==> config.mk <==
export PLATFORM = sky130hd
export DESIGN_NAME = pipelined_datapath_fwd
export DESIGN_NICKNAME = d
export VERILOG_FILES = /design/src/rtl/datapath_pkg.sv /design/src/rtl/dp_alu.sv /design/src/rtl/pipelined_datapath_fwd.sv
export SDC_FILE = /design/constraint.sdc
export NUM_CORES = 1
export LEC_CHECK = 0
export BUFFER_PORTS_ARGS = -buffer_cell sky130_fd_sc_hd__clkbuf_2
export CELL_PAD_IN_SITES_DETAIL_PLACEMENT = 1
export CELL_PAD_IN_SITES_GLOBAL_PLACEMENT = 2
export CORE_MARGIN = 5
export CORE_UTILIZATION = 43
export CTS_CLUSTER_DIAMETER = 80
export DETAILED_ROUTE_END_ITERATION = 6
export PLACE_DENSITY = 0.91
export SETUP_SLACK_MARGIN = 0.1
export SLEW_MARGIN = 10
export SYNTH_ARGS = -nofsm -noshare
export SYNTH_HDL_FRONTEND = slang
export SYNTH_SLANG_ARGS = --single-unit
==> constraint.sdc <==
create_clock -name clock -period 72.9 [get_ports clock]
set_input_delay 14.58 -clock clock [delete_from_list [all_inputs] [get_ports clock]]
set_output_delay 14.58 -clock clock [all_outputs]
set_load 0.01 [all_outputs]
==> src/rtl/datapath_pkg.sv <==
// Shared opcode values, ALU operation encoding and opcode classification helpers
// for the forwarding 5-stage datapath.
package datapath_pkg;

  localparam int OP_W = 4;

  localparam logic [OP_W-1:0] OP_LDM = 4'h0;
  localparam logic [OP_W-1:0] OP_STM = 4'h1;
  localparam logic [OP_W-1:0] OP_LDR = 4'h2;
  localparam logic [OP_W-1:0] OP_MOV = 4'h3;
  localparam logic [OP_W-1:0] OP_AND = 4'h4;
  localparam logic [OP_W-1:0] OP_OR  = 4'h5;
  localparam logic [OP_W-1:0] OP_XOR = 4'h6;
  localparam logic [OP_W-1:0] OP_NOT = 4'h7;
  localparam logic [OP_W-1:0] OP_SHL = 4'h8;
  localparam logic [OP_W-1:0] OP_SHR = 4'h9;
  localparam logic [OP_W-1:0] OP_ADD = 4'hA;
  localparam logic [OP_W-1:0] OP_SUB = 4'hB;
  localparam logic [OP_W-1:0] OP_DIV = 4'hC;

  typedef enum logic [3:0] {
    ALU_PASSA, ALU_PASSB, ALU_AND, ALU_OR, ALU_XOR, ALU_NOT, ALU_NEG,
    ALU_SHL, ALU_SHR, ALU_SRA, ALU_ADD, ALU_SUB, ALU_DIV
  } alu_op_e;

  function automatic logic isAluOp(input logic [OP_W-1:0] op);
    return (op >= OP_AND) && (op <= OP_DIV);
  endfunction

  // ldm, ldr, mov and every ALU op write rd; stm and the D-F nops do not
  function automatic logic writesReg(input logic [OP_W-1:0] op);
    return (op == OP_LDM) || (op == OP_LDR) || (op == OP_MOV) || isAluOp(op);
  endfunction

  function automatic logic readsRs1(input logic [OP_W-1:0] op);
    return (op == OP_MOV) || isAluOp(op);
  endfunction

  function automatic logic readsRs2(input logic [OP_W-1:0] op);
    return (op == OP_AND) || (op == OP_OR) || (op == OP_XOR) ||
           (op == OP_ADD) || (op == OP_SUB) || (op == OP_DIV);
  endfunction

endpackage

==> src/rtl/dp_alu.sv <==
// Combinational ALU for the EX stage; divide by zero yields all-ones and raises div0.
module dp_alu import datapath_pkg::*; #(
  parameter int DATA_W = 16
) (
  input  alu_op_e           i_op,
  input  logic [DATA_W-1:0] i_a,
  input  logic [DATA_W-1:0] i_b,
  output logic [DATA_W-1:0] o_res,
  output logic              o_div0
);

  always_comb begin
    o_res  = '0;
    o_div0 = 1'b0;
    case (i_op)
      ALU_PASSA: o_res = i_a;
      ALU_PASSB: o_res = i_b;
      ALU_AND:   o_res = i_a & i_b;
      ALU_OR:    o_res = i_a | i_b;
      ALU_XOR:   o_res = i_a ^ i_b;
      ALU_NOT:   o_res = ~i_a;
      ALU_NEG:   o_res = -i_a;
      ALU_SHL:   o_res = i_a << i_b;
      ALU_SHR:   o_res = i_a >> i_b;
      ALU_SRA:   o_res = $signed(i_a) >>> i_b;
      ALU_ADD:   o_res = i_a + i_b;
      ALU_SUB:   o_res = i_a - i_b;
      ALU_DIV: begin
        if (i_b == '0) begin
          o_res  = '1;
          o_div0 = 1'b1;
        end else begin
          o_res = i_a / i_b;
        end
      end
      default:   o_res = '0;
    endcase
  end

endmodule

==> src/rtl/pipelined_datapath_fwd.sv <==
// 5-stage IF/ID/EX/MEM/WB datapath with EX operand forwarding, a one-cycle
// load-use bubble, an external synchronous data-memory port and a retire port.
module pipelined_datapath_fwd import datapath_pkg::*; #(
  parameter  int DATA_W  = 16,
  parameter  int REG_AW  = 4,
  parameter  int MEM_AW  = 8,
  localparam int INSTR_W = 4 + 3*REG_AW
) (
  input  logic               clock,
  input  logic               reset,
  input  logic               instr_valid,
  output logic               instr_ready,
  input  logic [INSTR_W-1:0] instr,
  output logic               mem_we,
  output logic               mem_re,
  output logic [MEM_AW-1:0]  mem_addr,
  output logic [DATA_W-1:0]  mem_wdata,
  input  logic [DATA_W-1:0]  mem_rdata,
  output logic               retire_valid,
  output logic [REG_AW-1:0]  retire_rd,
  output logic [DATA_W-1:0]  retire_data,
  output logic               zero_flag,
  output logic               error_flag,
  output logic               stall
);

  localparam int IMM_W = 2*REG_AW;
  localparam int NREG  = 2**REG_AW;

  logic [DATA_W-1:0]  r_regs [NREG];

  logic               r_ifid_valid;
  logic [INSTR_W-1:0] r_ifid_instr;

  logic               r_idex_valid;
  logic [OP_W-1:0]    r_idex_op;
  logic [REG_AW-1:0]  r_idex_rd, r_idex_srcA, r_idex_srcB;
  logic [DATA_W-1:0]  r_idex_valA, r_idex_valB, r_idex_imm;
  alu_op_e            r_idex_aluOp;
  logic               r_idex_useImm;
  logic [MEM_AW-1:0]  r_idex_addr;

  logic               r_exmem_valid;
  logic [OP_W-1:0]    r_exmem_op;
  logic [REG_AW-1:0]  r_exmem_rd;
  logic [DATA_W-1:0]  r_exmem_result;
  logic [MEM_AW-1:0]  r_exmem_addr;
  logic               r_exmem_div0;

  logic               r_memwb_valid;
  logic [OP_W-1:0]    r_memwb_op;
  logic [REG_AW-1:0]  r_memwb_rd;
  logic [DATA_W-1:0]  r_memwb_result;
  logic               r_memwb_div0;

  logic               r_zero, r_error;

  logic [OP_W-1:0]    w_op;
  logic [REG_AW-1:0]  w_rd, w_rs1, w_rs2, w_srcA;
  logic [IMM_W-1:0]   w_imm;
  logic               w_readA, w_readB, w_loadUse;
  alu_op_e            w_aluOp;
  logic               w_useImm;
  logic [DATA_W-1:0]  w_immVal, w_rfA, w_rfB;
  logic [DATA_W-1:0]  w_fwdA, w_fwdB, w_aluB, w_aluRes, w_wbData;
  logic               w_aluDiv0, w_exmemFwd, w_wbWrite;

  assign w_op   = r_ifid_instr[INSTR_W-1 -: OP_W];
  assign w_rd   = r_ifid_instr[3*REG_AW-1 -: REG_AW];
  assign w_rs1  = r_ifid_instr[2*REG_AW-1 -: REG_AW];
  assign w_rs2  = r_ifid_instr[REG_AW-1:0];
  assign w_imm  = r_ifid_instr[IMM_W-1:0];
  // stm carries its store data in rd, so it travels down the rs1 operand path
  assign w_srcA = (w_op == OP_STM) ? w_rd : w_rs1;
  assign w_readA = readsRs1(w_op) || (w_op == OP_STM);
  assign w_readB = readsRs2(w_op);

  always_comb begin
    w_aluOp  = ALU_PASSA;
    w_useImm = 1'b0;
    w_immVal = '0;
    case (w_op)
      OP_LDR: begin
        w_aluOp  = ALU_PASSB;
        w_useImm = 1'b1;
        w_immVal = DATA_W'(w_imm);
      end
      OP_AND: w_aluOp = ALU_AND;
      OP_OR:  w_aluOp = ALU_OR;
      OP_XOR: w_aluOp = ALU_XOR;
      OP_NOT: w_aluOp = (w_rs2 == '1) ? ALU_NEG : ALU_NOT;
      OP_SHL: begin
        w_aluOp  = ALU_SHL;
        w_useImm = 1'b1;
        w_immVal = DATA_W'(w_rs2[REG_AW-2:0]);
      end
      OP_SHR: begin
        w_aluOp  = w_rs2[REG_AW-1] ? ALU_SRA : ALU_SHR;
        w_useImm = 1'b1;
        w_immVal = DATA_W'(w_rs2[REG_AW-2:0]);
      end
      OP_ADD: w_aluOp = ALU_ADD;
      OP_SUB: w_aluOp = ALU_SUB;
      OP_DIV: w_aluOp = ALU_DIV;
      default: w_aluOp = ALU_PASSA;
    endcase
  end

  assign w_wbData  = (r_memwb_op == OP_LDM) ? mem_rdata : r_memwb_result;
  assign w_wbWrite = r_memwb_valid && writesReg(r_memwb_op);

  assign w_rfA = (w_wbWrite && r_memwb_rd == w_srcA) ? w_wbData : r_regs[w_srcA];
  assign w_rfB = (w_wbWrite && r_memwb_rd == w_rs2)  ? w_wbData : r_regs[w_rs2];

  assign w_loadUse = r_ifid_valid && r_idex_valid && (r_idex_op == OP_LDM) &&
                     ((w_readA && w_srcA == r_idex_rd) || (w_readB && w_rs2 == r_idex_rd));

  assign w_exmemFwd = r_exmem_valid && writesReg(r_exmem_op);
  assign w_fwdA = (w_exmemFwd && r_exmem_rd == r_idex_srcA) ? r_exmem_result :
                  (w_wbWrite  && r_memwb_rd == r_idex_srcA) ? w_wbData : r_idex_valA;
  assign w_fwdB = (w_exmemFwd && r_exmem_rd == r_idex_srcB) ? r_exmem_result :
                  (w_wbWrite  && r_memwb_rd == r_idex_srcB) ? w_wbData : r_idex_valB;
  assign w_aluB = r_idex_useImm ? r_idex_imm : w_fwdB;

  dp_alu #(.DATA_W(DATA_W)) u_alu (
    .i_op   (r_idex_aluOp),
    .i_a    (w_fwdA),
    .i_b    (w_aluB),
    .o_res  (w_aluRes),
    .o_div0 (w_aluDiv0)
  );

  assign instr_ready  = !reset && !w_loadUse;
  assign stall        = !reset && w_loadUse;
  assign mem_we       = !reset && r_exmem_valid && (r_exmem_op == OP_STM);
  assign mem_re       = !reset && r_exmem_valid && (r_exmem_op == OP_LDM);
  assign mem_addr     = r_exmem_addr;
  assign mem_wdata    = r_exmem_result;
  assign retire_valid = !reset && r_memwb_valid;
  assign retire_rd    = (!reset && w_wbWrite) ? r_memwb_rd : '0;
  assign retire_data  = (!reset && w_wbWrite) ? w_wbData : '0;
  assign zero_flag    = !reset && r_zero;
  assign error_flag   = !reset && r_error;

  // During a load-use bubble IF/ID holds and ID/EX takes an invalid slot
  always_ff @(posedge clock) begin
    if (reset) begin
      r_ifid_valid   <= 1'b0;
      r_ifid_instr   <= '0;
      r_idex_valid   <= 1'b0;
      r_idex_op      <= '0;
      r_idex_rd      <= '0;
      r_idex_srcA    <= '0;
      r_idex_srcB    <= '0;
      r_idex_valA    <= '0;
      r_idex_valB    <= '0;
      r_idex_imm     <= '0;
      r_idex_aluOp   <= ALU_PASSA;
      r_idex_useImm  <= 1'b0;
      r_idex_addr    <= '0;
      r_exmem_valid  <= 1'b0;
      r_exmem_op     <= '0;
      r_exmem_rd     <= '0;
      r_exmem_result <= '0;
      r_exmem_addr   <= '0;
      r_exmem_div0   <= 1'b0;
      r_memwb_valid  <= 1'b0;
      r_memwb_op     <= '0;
      r_memwb_rd     <= '0;
      r_memwb_result <= '0;
      r_memwb_div0   <= 1'b0;
      r_zero         <= 1'b0;
      r_error        <= 1'b0;
    end else begin
      if (!w_loadUse) begin
        r_ifid_valid <= instr_valid;
        r_ifid_instr <= instr;
      end
      r_idex_valid   <= r_ifid_valid && !w_loadUse;
      r_idex_op      <= w_op;
      r_idex_rd      <= w_rd;
      r_idex_srcA    <= w_srcA;
      r_idex_srcB    <= w_rs2;
      r_idex_valA    <= w_rfA;
      r_idex_valB    <= w_rfB;
      r_idex_imm     <= w_immVal;
      r_idex_aluOp   <= w_aluOp;
      r_idex_useImm  <= w_useImm;
      r_idex_addr    <= w_imm[MEM_AW-1:0];
      r_exmem_valid  <= r_idex_valid;
      r_exmem_op     <= r_idex_op;
      r_exmem_rd     <= r_idex_rd;
      r_exmem_result <= w_aluRes;
      r_exmem_addr   <= r_idex_addr;
      r_exmem_div0   <= w_aluDiv0 && isAluOp(r_idex_op);
      r_memwb_valid  <= r_exmem_valid;
      r_memwb_op     <= r_exmem_op;
      r_memwb_rd     <= r_exmem_rd;
      r_memwb_result <= r_exmem_result;
      r_memwb_div0   <= r_exmem_div0;
      if (r_memwb_valid && isAluOp(r_memwb_op))
        r_zero <= (r_memwb_result == '0);
      if (r_memwb_valid && r_memwb_div0)
        r_error <= 1'b1;
    end
  end

  always_ff @(posedge clock) begin
    if (reset) begin
      for (int i = 0; i < NREG; i++)
        r_regs[i] <= '0;
    end else if (w_wbWrite) begin
      r_regs[r_memwb_rd] <= w_wbData;
    end
  end

endmodule

Yosys cells after proc, flatten, opt, wreduce, memory -nomap -nowiden

Memory sizes are Yosys's and may differ from the RTL's. A register that Yosys moved wholly into a read port is not among the register bits.
Cells that the tools add are included.

Equal/unequal tests: 36
Muxes and demuxes: 26
Bitwise gates (word level): 4
$add $sub $neg: 3
Reductions and logical operators: 53
Order comparisons: 8
Shifts and indexed selects: 3
Divide/modulo/power cells: 1

Operators with widths:

| operator                                                                             | number |
|---|---|
| 16-bit case mux with 13 select lines                                                 | 1 |
| 16-bit two-way mux                                                                   | 9 |
| 4-bit equality test (second input constant)                                          | 11 |
| 4-bit case mux with 10 select lines                                                  | 1 |
| 4-bit by 2-bit equality test with 1-bit output (second input constant)               | 8 |
| 4-bit by 3-bit equality test with 1-bit output (second input constant)               | 8 |
| 16-bit zero test                                                                     | 2 |
| 1-bit logical AND                                                                    | 28 |
| 4-bit equality test                                                                  | 6 |
| 16-bit adder                                                                         | 1 |
| 16-bit bitwise AND                                                                   | 1 |
| 16-bit by 16-bit divider with 16-bit output                                          | 1 |
| 4-bit by 3-bit greater-or-equal comparator with 1-bit output (second input constant) | 4 |
| 4-bit <= comparator (second input constant)                                          | 4 |
| 4-bit zero test                                                                      | 4 |
| 16-bit negator                                                                       | 1 |
| 16-bit NOT                                                                           | 1 |
| 16-bit bitwise OR                                                                    | 1 |
| 8-bit case mux with 2 select lines                                                   | 1 |
| 16-bit OR reduction                                                                  | 1 |
| 16-bit by 16-bit << shifter with 16-bit output                                       | 1 |
| 16-bit by 16-bit right shift with 16-bit output                                      | 1 |
| 16-bit by 16-bit >>> shifter with 16-bit output                                      | 1 |
| 16-bit subtractor                                                                    | 1 |
| other kinds (9)                                                                      | 36 |

Memory bits (writable): 256
Register bits after elaboration: 125
Input bits: 35
Memories kept: 1

Memory list:

| name   | words | width | read ports | clocked after memory_dff | write ports | RTL line                     | text |
|---|---|---|---|---|---|---|---|
| r_regs | 16    | 16    | 2          | 2                        | 16          | pipelined_datapath_fwd.sv:30 | `logic [DATA_W-1:0] r_regs [NREG];` |

Longest topological paths before layout

Depth in word-level cells: 13
Gate-level depth with buffers: 169
Depth with buffers taken out: 155

Modules after synthesis

Synthesis repeated with hierarchy kept, for this count alone.

Cells, all modules: 3494
Area, all modules: 30455.5 sq um

Modules (own cells, without submodules):

| module                 | cells an instance | area an instance (sq um) | instances | sequential area each (sq um) |
|---|---|---|---|---|
| pipelined_datapath_fwd | 1795              | 19119.6                  | 1         | 10590.2 |
| dp_alu                 | 1699              | 11335.9                  | 1         | 0.0 |

Worst setup path after synthesis

OpenSTA, ideal clock, no wires.

Path type: input-to-reg
Start: input mem_rdata[0]
End: register r_exmem_result[0] (netlist: mem_wdata[0])
Data required time: 72755 ps
Path slack: 28539 ps
Stages: 153
Data arrival time: 44216 ps
Buffers on the path: 11
Cells stage by stage: mux2_2 nor3_1 o311ai_0 nand2_1 clkbuf_1 clkbuf_1 ha_1 a21oi_1 a21oi_1 ha_1 nor3_1 nor2_1 nand2_1 a31oi_1 a2bb2oi_1 ha_1 o21ai_0 nand2b_1 [117 not listed] a21o_1 nand2_1 a21oi_1 clkbuf_1 mux2_2 ha_1 o21a_1 o21ai_0 nand2b_1 a21oi_1 nor2b_1 o21ai_0 nand2b_1 a21oi_1 o21ai_0 a31oi_1 or3_1 a41oi_1

Longest elaborated chain between the ends: 7
Elaborated cells on any way between the ends: 20

Ends and longest elaborated chain:

| what                                                                            | RTL line                      | text |
|---|---|---|
| start, declared                                                                 | pipelined_datapath_fwd.sv:18  | `input logic [DATA_W-1:0] mem_rdata,` |
| 16-bit two-way mux (*)                                                          | pipelined_datapath_fwd.sv:109 | `assign w_wbData = (r_memwb_op == OP_LDM) ? mem_rdata : r_memwb_result;` |
| 16-bit two-way mux                                                              | pipelined_datapath_fwd.sv:122 | `(w_wbWrite && r_memwb_rd == r_idex_srcB) ? w_wbData : r_idex_valB;` |
| 16-bit two-way mux                                                              | pipelined_datapath_fwd.sv:121 | `assign w_fwdB = (w_exmemFwd && r_exmem_rd == r_idex_srcB) ? r_exmem_result :` |
| 16-bit two-way mux                                                              | pipelined_datapath_fwd.sv:123 | `assign w_aluB = r_idex_useImm ? r_idex_imm : w_fwdB;` |
| 16-bit by 16-bit divider with 16-bit output or 16-bit zero test (tied branches) | dp_alu.sv:33, dp_alu.sv:29    |  |
| 16-bit two-way mux                                                              | dp_alu.sv:29                  | `if (i_b == '0) begin` |
| 16-bit case mux with 13 select lines (*)                                        | dp_alu.sv:15                  | `case (i_op)` |
| end signal, assigned                                                            | pipelined_datapath_fwd.sv:193 | `r_exmem_result <= w_aluRes;` |
| end, declared                                                                   | pipelined_datapath_fwd.sv:46  | `logic [DATA_W-1:0] r_exmem_result;` |

Mark *: on every way between the ends. The rest lies on a longest branch, timed or not.
A chain may end at the register's enable or synchronous reset.

Final worst setup path

Start: input mem_rdata[15]
End: register r_exmem_result[0] (netlist: mem_wdata[0])

Same word-level chain as after synthesis.

==> key figures <==
Setup path
  – WP data arrival: ~49 ns
  – R2R depth: about 150
  – CP startpoint kind: input port
  – Worst EP required: 73.32 ns
  – Critical Path Max Stage Delay: about 1.1 ns
  – Slowest CP cell: a2111oi_4
  – Critical path class: in -> reg
  – Critical Path Most Common Cell: o21a_1
  – Crit end category: flop
  – Maximum fanout along the worst path: 25

Synthesis
  – Mapped cell area: 30600 µm²
  – Main synth FF type: edfxtp_1
  – Post-synth ARST share: 0
  – Syn_nets: ~3800
  – Avg Inst Size Synth: about 8.5 µm²
  – Sequential share of the synthesized area: 0.346
  – Syn Inst Count: ~3600
  – Yosys cell types: approximately 100
  – YS warnings: 0
  – Synth Register Bits: around 400
  – EDFF count, synth: between 200 and 300

Clock network
  – Worst skew pair latency: approximately 0.6 ns
  – Clk slew on worst S/H paths: about 0.06 ns
  – # H-tree levels: 2
  – Hold_buf cts: 0
  – CTS tree: done
  – CTS Sinks: around 400
  – Postcts setup bufs: 0
  – Post-cts resize count: 0
  – CTS root buf: clkbuf_16
  – CTS max path bufs: 3
  – CTS Buf Count: 43

Routing
  – Routed wire length per instance: 27.9 µm
  – First-pass DRT Iterations: 6
  – Routed Antenna Nets: 0
  – DRC: 0
  – DRT iter0 DRCs: 3137
  – Via Count: 29600
  – Via density: roughly 6.5
  – Detailed Route WL: ~130000 µm

Timing
  – Highest clock rate: 20.6 MHz
  – RSZ-0062 raised after global routing: no
  – Final setup TNS: 0 ns
  – Fin crit period: around 49 ns
  – Measured slew at the worst slew-check pin: between 1 and 1.5 ns
  – Final hold vios: 0
  – Slew HR: 0.154
  – Period utilization: 0.667
  – Endpoints failing setup: 0
  – Setup Skew: around 0.025 ns
  – Max Transition Viols Final: 0

GRT
  – First-pass GRT wire length: between 150000 and 200000 µm
  – Largest net degree at the start of global routing: 75
  – Initial antenna violation count: 5
  – Gr ovfl total: 0
  – Vias in the first global route: 29800
  – Total GRT Usage: 0.316

Job
  – Max-cap viol count: 0

Die
  – Core area: between 70000 and 80000 µm²
  – Die area: between 70000 and 80000 µm²
  – Die height: around 280 µm
  – Die width: 277 µm
  – IO Count: 86
  – FP Rows: 97
  – Initial Utilization: 0.435

Status
  – Status: finished, final reports clean

Finish
  – NumNets Final: 3782
  – Syn-to-layout area delta: 9.88%
  – Share of post-route cells with drive strength above 1: 0.133
  – Fill cells: 8252
  – Commonest non-fill, non-tap cells in the layout: 558 x nor2_1, 444 x nand2_1, 256 x edfxtp_1, 197 x a21oi_1, 177 x ha_1
  – Most common cell after layout, fill and taps aside: nor2_1

Placement
  – Buffers on Ports: 85
  – Final Wtd Congestion: ~0.96
  – Dpl hpwl: between 90000 and 100000 µm

Worst hold path
  – Hold Path Stages: 1
  – Hold WC Path Type: reg -> reg
## cell usage after synthesis, types with 46 or more instances
library cell	count	area, µm²
a31oi_1	55	344
nor3_1	112	561
a21oi_1	198	991
xnor2_1	98	858
ha_1	177	2210
o21a_1	54	405
clkbuf_1	195	732
and3_1	46	288
mux4_2	80	1800
inv_1	74	278
o21ai_0	145	726
dfxtp_1	145	2900
mux2i_1	67	671
a311oi_1	54	473
nor2b_1	70	438
nor2_1	559	2100
edfxtp_1	256	7690
nand3_1	148	741
nand2_1	445	1670
## through the flow
stage | setup slack, ns | instance area [µm²] | utilization | instances | hold WS [ns]
5_1_grt | 21.48 | 33600 | 0.478 | 4543 | 0.464
3_3_place_gp | 25.09 | 32200 | 0.459 | 4464 | 0.412
2_1_floorplan | 28.54 | 30600 | - | 3580 | 0.403
4_1_cts | 24.36 | 33600 | 0.478 | 4542 | 0.435
3_5_place_dp | 24.00 | 32200 | 0.459 | 4464 | 0.421
6_report | 24.26 | 33600 | 0.478 | 4543 | 0.437
## path summary, 6_finish.rpt
kind	to	start	slack, ns
worst max-delay path	mem_wdata[0]$_SDFF_PP0_	mem_rdata[15]	24.26
worst min-delay path	r_error$_SDFFE_PP0P_	r_memwb_div0$_SDFF_PP0_	0.44
worst max register to register	mem_wdata[0]$_SDFF_PP0_	r_memwb_op[2]$_SDFF_PP0_	36.89
worst min register to register	r_error$_SDFFE_PP0P_	r_memwb_div0$_SDFF_PP0_	0.44
## worst max-delay path: cells and delay by family
family                     cells  cell delay (ns)
adders and majority gates     15             4.43
AOI/OAI and AO/OA             98            22.94
muxes                          8             2.17
buffers and inverters          7             1.32
and+or+nand+nor               20             3.55
## area by class of cell
type | instances | area (µm²) | area share
Antenna cell | 1 | 2.50 | 0.0000745
Clock buffer | 56 | 1170 | 0.0350
Clock inverter | 22 | 195 | 0.00581
Inverter | 83 | 312 | 0.00927
Multi-Input combinational cell | 2850 | 18900 | 0.563
Sequential cell | 401 | 10600 | 0.315
Tap cell | 940 | 1180 | 0.0350
Timing Repair Buffer | 190 | 1220 | 0.0362
## sequential cells by signal (all words and copies together), names as in the netlist, 3 cells and up
name,count
r_idex_srcA,4
r_idex_aluOp,4
r_ifid_instr,16
r_idex_op,4
r_exmem_op,4
mem_wdata,16
r_regs,256
r_memwb_op,4
r_idex_addr,5
r_exmem_rd,4
r_idex_srcB,3
r_idex_rd,4
mem_addr,8
r_idex_imm,8
r_idex_valB,16
r_memwb_result,16
r_idex_valA,16
r_memwb_rd,4
## metal layers
| metal | share of wire | wire (µm) | GRT usage | vias up |
|---|---|---|---|---|
| met5 | 0.00039 | 49 | 0 | - |
| met4 | 0.050 | 6300 | 0.134 | 6 |
| met3 | 0.091 | 11500 | 0.0593 | 327 |
| met2 | 0.45 | 57400 | 0.512 | 1448 |
| met1 | 0.41 | 51300 | 0.418 | 14800 |
| li1 | - | - | - | 13100 |
## cell families (layout without fill, tap and decap cells)
kind of cell	count (synthesis)	in the layout	share of synthesized area
other cells	0	1	0
buf+inv	329	351	0.0422
compound gates	820	820	0.181
flops	401	401	0.346
xor+xnor	120	120	0.0346
fa+ha+maj	178	178	0.0731
simple gates	1543	1543	0.226
mux	189	189	0.0967
Power is not shown: default switching activity piles up to over one toggle a cycle in this logic, so the estimate is an artifact.
